File: config.mk
export PLATFORM = sky130hd
export DESIGN_NAME = maindec_mc
export DESIGN_NICKNAME = d
export VERILOG_FILES = /design/src/rtl/maindec_pkg.sv /design/src/rtl/op_classify.sv /design/src/rtl/maindec_mc.sv
export SDC_FILE = /design/constraint.sdc
export NUM_CORES = 1
export LEC_CHECK = 0
export ABC_AREA = 1
export BUFFER_PORTS_ARGS = -buffer_cell sky130_fd_sc_hd__buf_2
export CORE_UTILIZATION = 47
export CTS_BUF_LIST = sky130_fd_sc_hd__clkbuf_8
export DETAILED_ROUTE_END_ITERATION = 8
export PLACE_DENSITY = 0.8
export SLEW_MARGIN = 20
export SYNTH_ARGS = -nofsm -noshare
export SYNTH_HDL_FRONTEND = slang
export SYNTH_HIERARCHICAL = 1
export SYNTH_SLANG_ARGS = --single-unit
export TNS_END_PERCENT = 20
File: constraint.sdc
create_clock -name clk -period 1.28 [get_ports clk]
set_input_delay 0.064 -clock clk [delete_from_list [all_inputs] [get_ports clk]]
set_output_delay 0.064 -clock clk [all_outputs]
set_load 0.01 [all_outputs]
File: src/rtl/maindec_pkg.sv
// rtl/maindec_pkg.sv - shared types and constants for the multi-cycle LEGv8 main decoder
//
// Holds the FSM state encoding, the instruction class enum, the 11-bit
// opcode match patterns and the ALUOp codes. The EXC state only exists
// when MAINDEC_EXC_EN is defined.
package maindec_pkg;

    typedef enum logic [3:0] {
        ST_FETCH    = 4'd0,
        ST_DECODE   = 4'd1,
        ST_EXEC_R   = 4'd2,
        ST_R_WB     = 4'd3,
        ST_EXEC_I   = 4'd4,
        ST_I_WB     = 4'd5,
        ST_MEM_ADDR = 4'd6,
        ST_MEM_RD   = 4'd7,
        ST_LD_WB    = 4'd8,
        ST_MEM_WR   = 4'd9,
`ifdef MAINDEC_EXC_EN
        ST_BRANCH   = 4'd10,
        ST_EXC      = 4'd11
`else
        ST_BRANCH   = 4'd10
`endif
    } state_t;

    typedef enum logic [2:0] {
        IC_INVALID = 3'd0,
        IC_R       = 3'd1,
        IC_I       = 3'd2,
        IC_LDUR    = 3'd3,
        IC_STUR    = 3'd4,
        IC_CBZ     = 3'd5,
        IC_CBNZ    = 3'd6
    } iclass_t;

    // '?' bits are don't-care in casez matching
    localparam logic [10:0] OPC_LDUR = 11'b111_1100_0010;
    localparam logic [10:0] OPC_STUR = 11'b111_1100_0000;
    localparam logic [10:0] OPC_CBZ  = 11'b101_1010_0???;
    localparam logic [10:0] OPC_CBNZ = 11'b101_1010_1???;
    localparam logic [10:0] OPC_ADD  = 11'b100_0101_1000;
    localparam logic [10:0] OPC_SUB  = 11'b110_0101_1000;
    localparam logic [10:0] OPC_AND  = 11'b100_0101_0000;
    localparam logic [10:0] OPC_ORR  = 11'b101_0101_0000;
    localparam logic [10:0] OPC_ADDI = 11'b100_1000_100?;
    localparam logic [10:0] OPC_SUBI = 11'b110_1000_100?;

    localparam logic [1:0] ALU_ADD   = 2'b00;
    localparam logic [1:0] ALU_PASSB = 2'b01;
    localparam logic [1:0] ALU_RTYPE = 2'b10;
    localparam logic [1:0] ALU_ITYPE = 2'b11;

    // Classes whose second read register comes from the Rt field
    function automatic logic uses_rt(input iclass_t c);
        return (c == IC_STUR) || (c == IC_CBZ) || (c == IC_CBNZ);
    endfunction

endpackage

File: src/rtl/op_classify.sv
// rtl/op_classify.sv - combinational opcode to instruction class map
//
// Ports:
//   op_i     [OP_W-1:0]  opcode field; only the top 11 bits are decoded
//   iclass_o iclass_t    instruction class, IC_INVALID when unrecognised
module op_classify
    import maindec_pkg::*;
#(
    parameter int OP_W = 11
) (
    input  logic [OP_W-1:0] op_i,
    output iclass_t         iclass_o
);

    logic [10:0] op11;
    assign op11 = op_i[OP_W-1 -: 11];

    always_comb begin
        iclass_o = IC_INVALID;
        casez (op11)
            OPC_LDUR: iclass_o = IC_LDUR;
            OPC_STUR: iclass_o = IC_STUR;
            OPC_CBZ:  iclass_o = IC_CBZ;
            OPC_CBNZ: iclass_o = IC_CBNZ;
            OPC_ADD,
            OPC_SUB,
            OPC_AND,
            OPC_ORR:  iclass_o = IC_R;
            OPC_ADDI,
            OPC_SUBI: iclass_o = IC_I;
            default:  iclass_o = IC_INVALID;
        endcase
    end

endmodule

File: src/rtl/maindec_mc.sv
// rtl/maindec_mc.sv - multi-cycle LEGv8 main control FSM
//
// Moore FSM stepping each instruction through fetch, decode, execute,
// memory and write-back, with a bounded wait on MemReady.
// Build option MAINDEC_EXC_EN: invalid opcodes and memory timeouts enter a
// sticky EXC state (Exc=1 until reset); otherwise they fall back to FETCH.
//
// Ports:
//   clk, reset                   clock, synchronous active-high reset
//   Op [OP_W-1:0]                opcode field from the instruction register
//   MemReady                     data memory finished the current access
//   Reg2Loc, ALUSrc, MemtoReg,
//   RegWrite, MemRead, MemWrite  datapath controls
//   Branch / BranchNZ            CBZ / CBNZ branch evaluate
//   ALUOp [1:0]                  ALU operation class
//   IRWrite, PCWrite             load IR, PC <- PC+4
//   Exc                          sticky fault flag
//   State [3:0]                  current state, debug
module maindec_mc
    import maindec_pkg::*;
#(
    parameter int OP_W        = 11,
    parameter int MEM_TIMEOUT = 15
) (
    input  logic            clk,
    input  logic            reset,
    input  logic [OP_W-1:0] Op,
    input  logic            MemReady,
    output logic            Reg2Loc,
    output logic            ALUSrc,
    output logic            MemtoReg,
    output logic            RegWrite,
    output logic            MemRead,
    output logic            MemWrite,
    output logic            Branch,
    output logic            BranchNZ,
    output logic [1:0]      ALUOp,
    output logic            IRWrite,
    output logic            PCWrite,
    output logic            Exc,
    output logic [3:0]      State
);

    localparam int CW = $clog2(MEM_TIMEOUT + 1);

`ifdef MAINDEC_EXC_EN
    localparam state_t ST_FAULT = ST_EXC;
`else
    localparam state_t ST_FAULT = ST_FETCH;
`endif

    state_t        state_q;
    iclass_t       class_q;
    iclass_t       op_class;
    logic [CW-1:0] cnt_q;
    logic [CW:0]   cnt_inc;
    logic          mem_timeout;

    op_classify #(.OP_W(OP_W)) u_op_classify (
        .op_i     (Op),
        .iclass_o (op_class)
    );

    // One extra bit so the compare never wraps at MEM_TIMEOUT = 2^CW - 1
    assign cnt_inc     = {1'b0, cnt_q} + {{CW{1'b0}}, 1'b1};
    assign mem_timeout = (cnt_inc == (CW + 1)'(MEM_TIMEOUT));

    always_ff @(posedge clk) begin
        if (reset) begin
            state_q <= ST_FETCH;
            class_q <= IC_INVALID;
            cnt_q   <= '0;
        end else begin
            case (state_q)
                ST_FETCH:  state_q <= ST_DECODE;
                ST_DECODE: begin
                    class_q <= op_class;
                    case (op_class)
                        IC_R:             state_q <= ST_EXEC_R;
                        IC_I:             state_q <= ST_EXEC_I;
                        IC_LDUR, IC_STUR: state_q <= ST_MEM_ADDR;
                        IC_CBZ, IC_CBNZ:  state_q <= ST_BRANCH;
                        default:          state_q <= ST_FAULT;
                    endcase
                end
                ST_EXEC_R: state_q <= ST_R_WB;
                ST_R_WB:   state_q <= ST_FETCH;
                ST_EXEC_I: state_q <= ST_I_WB;
                ST_I_WB:   state_q <= ST_FETCH;
                ST_MEM_ADDR: begin
                    cnt_q   <= '0;
                    state_q <= (class_q == IC_STUR) ? ST_MEM_WR : ST_MEM_RD;
                end
                ST_MEM_RD, ST_MEM_WR: begin
                    // MemReady takes priority over a timeout landing the same cycle
                    if (MemReady) begin
                        state_q <= (state_q == ST_MEM_RD) ? ST_LD_WB : ST_FETCH;
                    end else begin
                        cnt_q <= cnt_inc[CW-1:0];
                        if (mem_timeout) begin
                            state_q <= ST_FAULT;
                        end
                    end
                end
                ST_LD_WB:  state_q <= ST_FETCH;
                ST_BRANCH: state_q <= ST_FETCH;
`ifdef MAINDEC_EXC_EN
                ST_EXC:    state_q <= ST_EXC;
`endif
                default:   state_q <= ST_FETCH;
            endcase
        end
    end

    // Outputs decode the state register; reset forces everything low
    always_comb begin
        Reg2Loc  = 1'b0;
        ALUSrc   = 1'b0;
        MemtoReg = 1'b0;
        RegWrite = 1'b0;
        MemRead  = 1'b0;
        MemWrite = 1'b0;
        Branch   = 1'b0;
        BranchNZ = 1'b0;
        ALUOp    = ALU_ADD;
        IRWrite  = 1'b0;
        PCWrite  = 1'b0;
        Exc      = 1'b0;
        State    = 4'd0;
        if (!reset) begin
            State = state_q;
            case (state_q)
                ST_FETCH: begin
                    IRWrite = 1'b1;
                    PCWrite = 1'b1;
                end
                // Register read starts here, before the class is latched
                ST_DECODE: Reg2Loc = uses_rt(op_class);
                ST_EXEC_R: ALUOp = ALU_RTYPE;
                ST_R_WB: begin
                    ALUOp    = ALU_RTYPE;
                    RegWrite = 1'b1;
                end
                ST_EXEC_I: begin
                    ALUSrc = 1'b1;
                    ALUOp  = ALU_ITYPE;
                end
                ST_I_WB: begin
                    ALUSrc   = 1'b1;
                    ALUOp    = ALU_ITYPE;
                    RegWrite = 1'b1;
                end
                ST_MEM_ADDR: ALUSrc = 1'b1;
                ST_MEM_RD: begin
                    MemRead = 1'b1;
                    ALUSrc  = 1'b1;
                end
                ST_LD_WB: begin
                    RegWrite = 1'b1;
                    MemtoReg = 1'b1;
                end
                ST_MEM_WR: begin
                    MemWrite = 1'b1;
                    ALUSrc   = 1'b1;
                    Reg2Loc  = 1'b1;
                end
                ST_BRANCH: begin
                    ALUOp    = ALU_PASSB;
                    Reg2Loc  = 1'b1;
                    Branch   = (class_q == IC_CBZ);
                    BranchNZ = (class_q == IC_CBNZ);
                end
`ifdef MAINDEC_EXC_EN
                ST_EXC: Exc = 1'b1;
`endif
                default: ;
            endcase
        end
    end

endmodule

# After elaboration in Yosys (flattened, before gate mapping)
# Cells that the tools add are included.
# word_totals
ram_bits,0
latchBits,0
memories,0
romBits,0
ff_bits,11
inputBits,14
# op_classes
reduce_logical,15
magnitude_cmp,0
n_eq_ne,32
n_shift,0
muxes,30
bitwise,0
div,0
addsub,1
mul,0
# ops
cell,count
"11-bit equality test, second input constant",6
4-bit two-way mux,6
4-bit one-hot mux with 6 select lines,1
"10-bit equality test, second input constant",2
"3-bit equality test, second input constant",6
3-bit one-hot mux with 6 select lines,1
1-bit two-way mux,17
"4-bit by 3-bit equality test with 1-bit output, second input constant",4
"8-bit equality test, second input constant",2
4-bit one-hot mux with 4 select lines,1
2-bit OR reduction,7
"4-bit equality test, second input constant",3
"4-bit by 2-bit equality test with 1-bit output, second input constant",2
4-bit one-hot mux with 2 select lines,1
"3-bit by 2-bit equality test with 1-bit output, second input constant",2
2-bit one-hot mux with 3 select lines,1
"4-bit by 1-bit adder with 5-bit output, second input constant",1
"5-bit by 4-bit equality test with 1-bit output, second input constant",1
5-bit OR reduction,1
"4-bit by 1-bit equality test with 1-bit output, second input constant",1
4-bit zero test,1
4-bit OR reduction,1
"3-bit by 1-bit equality test with 1-bit output, second input constant",1
"3-bit inequality test, second input constant",1
7 further kinds,8

# Depth between registers and ports, before layout
# logic_depth
ltp_word,8
depth_mapped,12

# By module
# The synthesis kept the hierarchy.
# by_module_without_submodules
mod,cells_per_inst,seq_area_each_um2,instances,area_each_um2
maindec_mc,150,220.2,1,933.4
op_classify,47,0.0,1,215.2

# Worst setup path before layout
# No wires, ideal clock.
# synth_path
kind,register to register
start,register state_q[3]
end,register cnt_q[2]
n_path_buf,0
stages_incl_launch_ff,10
slack_ns,0.155
t_arrival_ns,1.015
setup_ns,0.110
period_less_slack_ns,1.125
cell_sequence,dfxtp_1 > inv_2 > nor2_4 > nand2_4 > nand2_8 > nand2_8 > nand2_4 > nand2_1 > inv_2 > nor2_2
# synth_between
elab_chain_len,4
# synth_lines
element,line_no,rtl
"start, declared",maindec_mc.sv:52,state_t state_q;
"start signal, assigned",maindec_mc.sv:92,state_q <= (class_q == IC_STUR) ? ST_MEM_WR : ST_MEM_RD;
"start signal, assigned",maindec_mc.sv:97,state_q <= (state_q == ST_MEM_RD) ? ST_LD_WB : ST_FETCH;
4-bit by 3-bit equality test with 1-bit output / 4-bit equality test (equally long branches),maindec_mc.sv:74,case (state_q)
2-bit OR reduction,maindec_mc.sv:74,
2-bit inequality test (no source line) / 2-bit nonzero test (equally long branches),-,
2-bit AND reduction (no source line),-,
"end signal, assigned",maindec_mc.sv:99,cnt_q <= cnt_inc[CW-1:0];
"end, declared",maindec_mc.sv:55,logic [CW-1:0] cnt_q;
# Parallel ways exist; a longest one is shown, timed or not.
# A chain may end at the register's enable or synchronous reset.

# Worst setup path in the final report
# layout_path
start,register state_q[2]
end,output port RegWrite
# layout_between
elab_chain_len,4
# layout_lines
element,line_no,rtl
"4-bit by 3-bit equality test with 1-bit output, or another cell as far along",maindec_mc.sv:132,case (state_q)
3-bit OR reduction (no source line) (*),-,
1-bit two-way mux (*),maindec_mc.sv:132,
1-bit two-way mux (*),maindec_mc.sv:130,if (!reset) begin
"end, declared",maindec_mc.sv:32,"output logic RegWrite,"
# Mark *: on every way between the ends. The rest lies on a longest branch, timed or not.

==> flow_summary.toml <==
[floorplan]
core.rowCount = 17
dieHeight_um = 51.4
core_area_mm2 = 0.00225
dieArea_mm2 = 0.00265
die_w_um = 51.4
io_pins = 31
initial_utilization_pct = 50.9

[layout]
finalNetCount = 258
layout_common_cells = "50 x nand2_1, 29 x buf_2, 25 x inv_1, 22 x nor2_1, 17 x nand3_1"
utilization_pct = 68.3
drive_gt1_share_pct = 39.8
n_antenna_cell = 0
final_common_cell = "nand2_1"
area_growth_pct = 34.0

[timing]
worst_slack_ns = -0.0936
timing.final.crit_share_pct = 107
slew_viol_final = 0
setup_viol = 8
hold_viol_final = 0
holdWs_ns = 0.153
fin_worst_skew_ns = 0.00821
max_freq_ghz = 0.728
period_needed_ns = 1.37
rsz0062_at_grt = "true"

[synth]
yosysWarnings = 6
synth_cells = 197
syn_avg_cell_area_um2 = 5.83
muxShareOfSynthArea_pct = 0
synth_top_family_by_area = "simple AND/OR/NAND/NOR gates"
yosysTopAreaCellShare_pct = 19.2
synth_cell_type_count = 27
synthXorXnorAreaFrac_pct = 0
synth_fa_ha_area_share_pct = 2.18
synth_nets = 213
synthSimpleGateAreaFrac_pct = 56.8
synth_compound_area_share_pct = 6.75
ys_seq_area_share_pct = 19.2
synth-seq-cells = 11
syn_area_mm2 = 0.00115
netlist_top_cells_area = "dfxtp_1 19%, nand2_1 17%, inv_1 9.2%"
synth_area_leader_cell = "dfxtp_1"

[clock_tree]
insertion_delay_ns = 0.25
postCtsHoldBufs = 0
cts_buffer_depth = 2
cts.clk_slew.worst_paths_ns = 0.06
clk_root_buffer_cell = "clkbuf_8"
cts_buffers = 3
htreeDepth = 1
clock_sinks = 11
cts_tree = "done"

[drt]
first_iter_violations = 35
drt-wirelength-per-cell_um = 11.3
route.vias.total = 1346
wl_um = 3040
drt-vias-per-instance = 5.00
ant_nets = 0
firstDrtPassIters = 4
route.detailed.drc = 0

[setup_path]
cp_data_required_time_ns = 1.22
cp-start-kind = "flip-flop"
cp-end-kind = "primary output"
worst-setup-path-type = "reg2out"
crit_arrival_ns = 1.31
crit_path_max_fanout = 4

[power_and_ir_drop]
power_frac_comb_pct = 17.8
p_per_area_mw_per_mm2 = 563
peakVddDrop_v = 0.000453
p_int_mw = 0.618
seq_power_share_pct = 40.2
clkPwrFrac_pct = 42.0
swShare_pct = 28.6
p_leak_nw = 0.821
switchingPower_mw = 0.248

[placement]
globalplace.congestion = 0.902
portBuffers = 29
hpwl_um = 2030

[global_routing]
antenna_found_initial = 0
grtUsageTotal_pct = 23.1
grt_pass1_wl_um = 4630
grt_pass1_vias = 1135
grt-ovfl-total = 0
grt_max_degree = 15

[status]
outcome = "finished with violations"
violations = "negative setup slack"

[min_path]
min_path_type = "in2reg"

[flow_run]
max-cap-violations = 0
[power groups by stage]
stage          clock network, mW  registers [mW]  logic (mW)
3_3_place_gp                   0           0.359       0.127
2_1_floorplan                  0           0.358      0.0810
4_1_cts                    0.364           0.348       0.142
5_1_grt                    0.386           0.349       0.170
6_report                   0.364           0.349       0.154
3_5_place_dp                   0           0.359       0.127
[registers in the layout (all words and copies together) (netlist names)]
name and cells:
cnt_q 4, state_q 4, class_q 3
[critical path: stages, from the launching register on]
cell and delay (ns):
dfxtp_4 0.38, nor2_4 0.18, inv_2 0.08, o21ai_2 0.14
nand2_1 0.07, o21ai_0 0.06, buf_2 0.15
[layer usage]
metal	share of wire [%]	GRT usage, %	routed length [µm]
met4	1.8	7.21	55
met2	49	39.6	1490
met3	5.0	2.68	153
met5	0	0	0
met1	44	29.7	1340
[kinds of logic (layout without fill, tap and decap cells)]
| group | Yosys count | count (layout) |
|---|---|---|
| simple gates | 127 | 127 |
| buf+inv | 42 | 86 |
| compound gates | 14 | 14 |
| flops | 11 | 11 |
| fa+ha+maj | 2 | 2 |
| other cells | 1 | 1 |
[area by class of cell]
class / instances / area, µm²
clock inverter: 1 / 5.00
timing repair buffer: 43 / 262
inverter: 39 / 154
fill: 204 / 716
sequential: 11 / 233
multi-input combinational: 144 / 810
tap: 28 / 35.0
clock buffer: 3 / 41.3
[final timing paths]
check                                        startpoint                       to  slack [ns]  cells after the start
worst min-delay path                              reset  state_q[0]$_SDFFE_PP0P_        0.15                      2
worst max-delay path            state_q[2]$_SDFFE_PP0P_                 RegWrite       -0.09                      6
worst max register to register  state_q[3]$_SDFFE_PP0P_    cnt_q[2]$_SDFFE_PP0P_           0                     10
worst min register to register  class_q[2]$_SDFFE_PP0P_  class_q[2]$_SDFFE_PP0P_        0.49                      2
[synthesized netlist by cell type]
cell type,count
dfxtp_1,11
ha_1,2
conb_1,1
nor2_1,25
a31oi_1,1
a21oi_2,1
o211ai_1,1
clkbuf_1,1
o21ai_0,5
inv_1,28
nand2_8,2
buf_4,2
inv_2,7
a21oi_1,6
inv_6,1
nand2_1,53
nand2_2,2
nand4_1,5
nor2_4,4
clkinv_1,3
nor4_1,2
nor3_4,1
nand3_2,2
nor3_1,3
nand2_4,3
nor2_2,6
nand3_1,19
[timing repair]
| item | CTS | global route |
|---|---|---|
| gates resized for setup | 14 | 15 |
| pin swaps | 6 | 4 |
| endpoints found under the setup margin | 9 | 20 |
| buffers inserted | 9 | 2 |
[metrics by stage]
step                instance area (µm²)  total power, mW  TNS (ns)  setup WS, ns  std cells
floorplan                          1150            0.439         0         0.155        197
global placement                   1330            0.486   -0.0336       -0.0336        254
detailed placement                 1330            0.486   -0.0393       -0.0226        254
CTS                                1480            0.854    -0.401       -0.0967        267
global route                       1540            0.905     -1.32        -0.149        269
finish                             1540            0.867    -0.435       -0.0936        269
(Power assumes the default switching activity.)
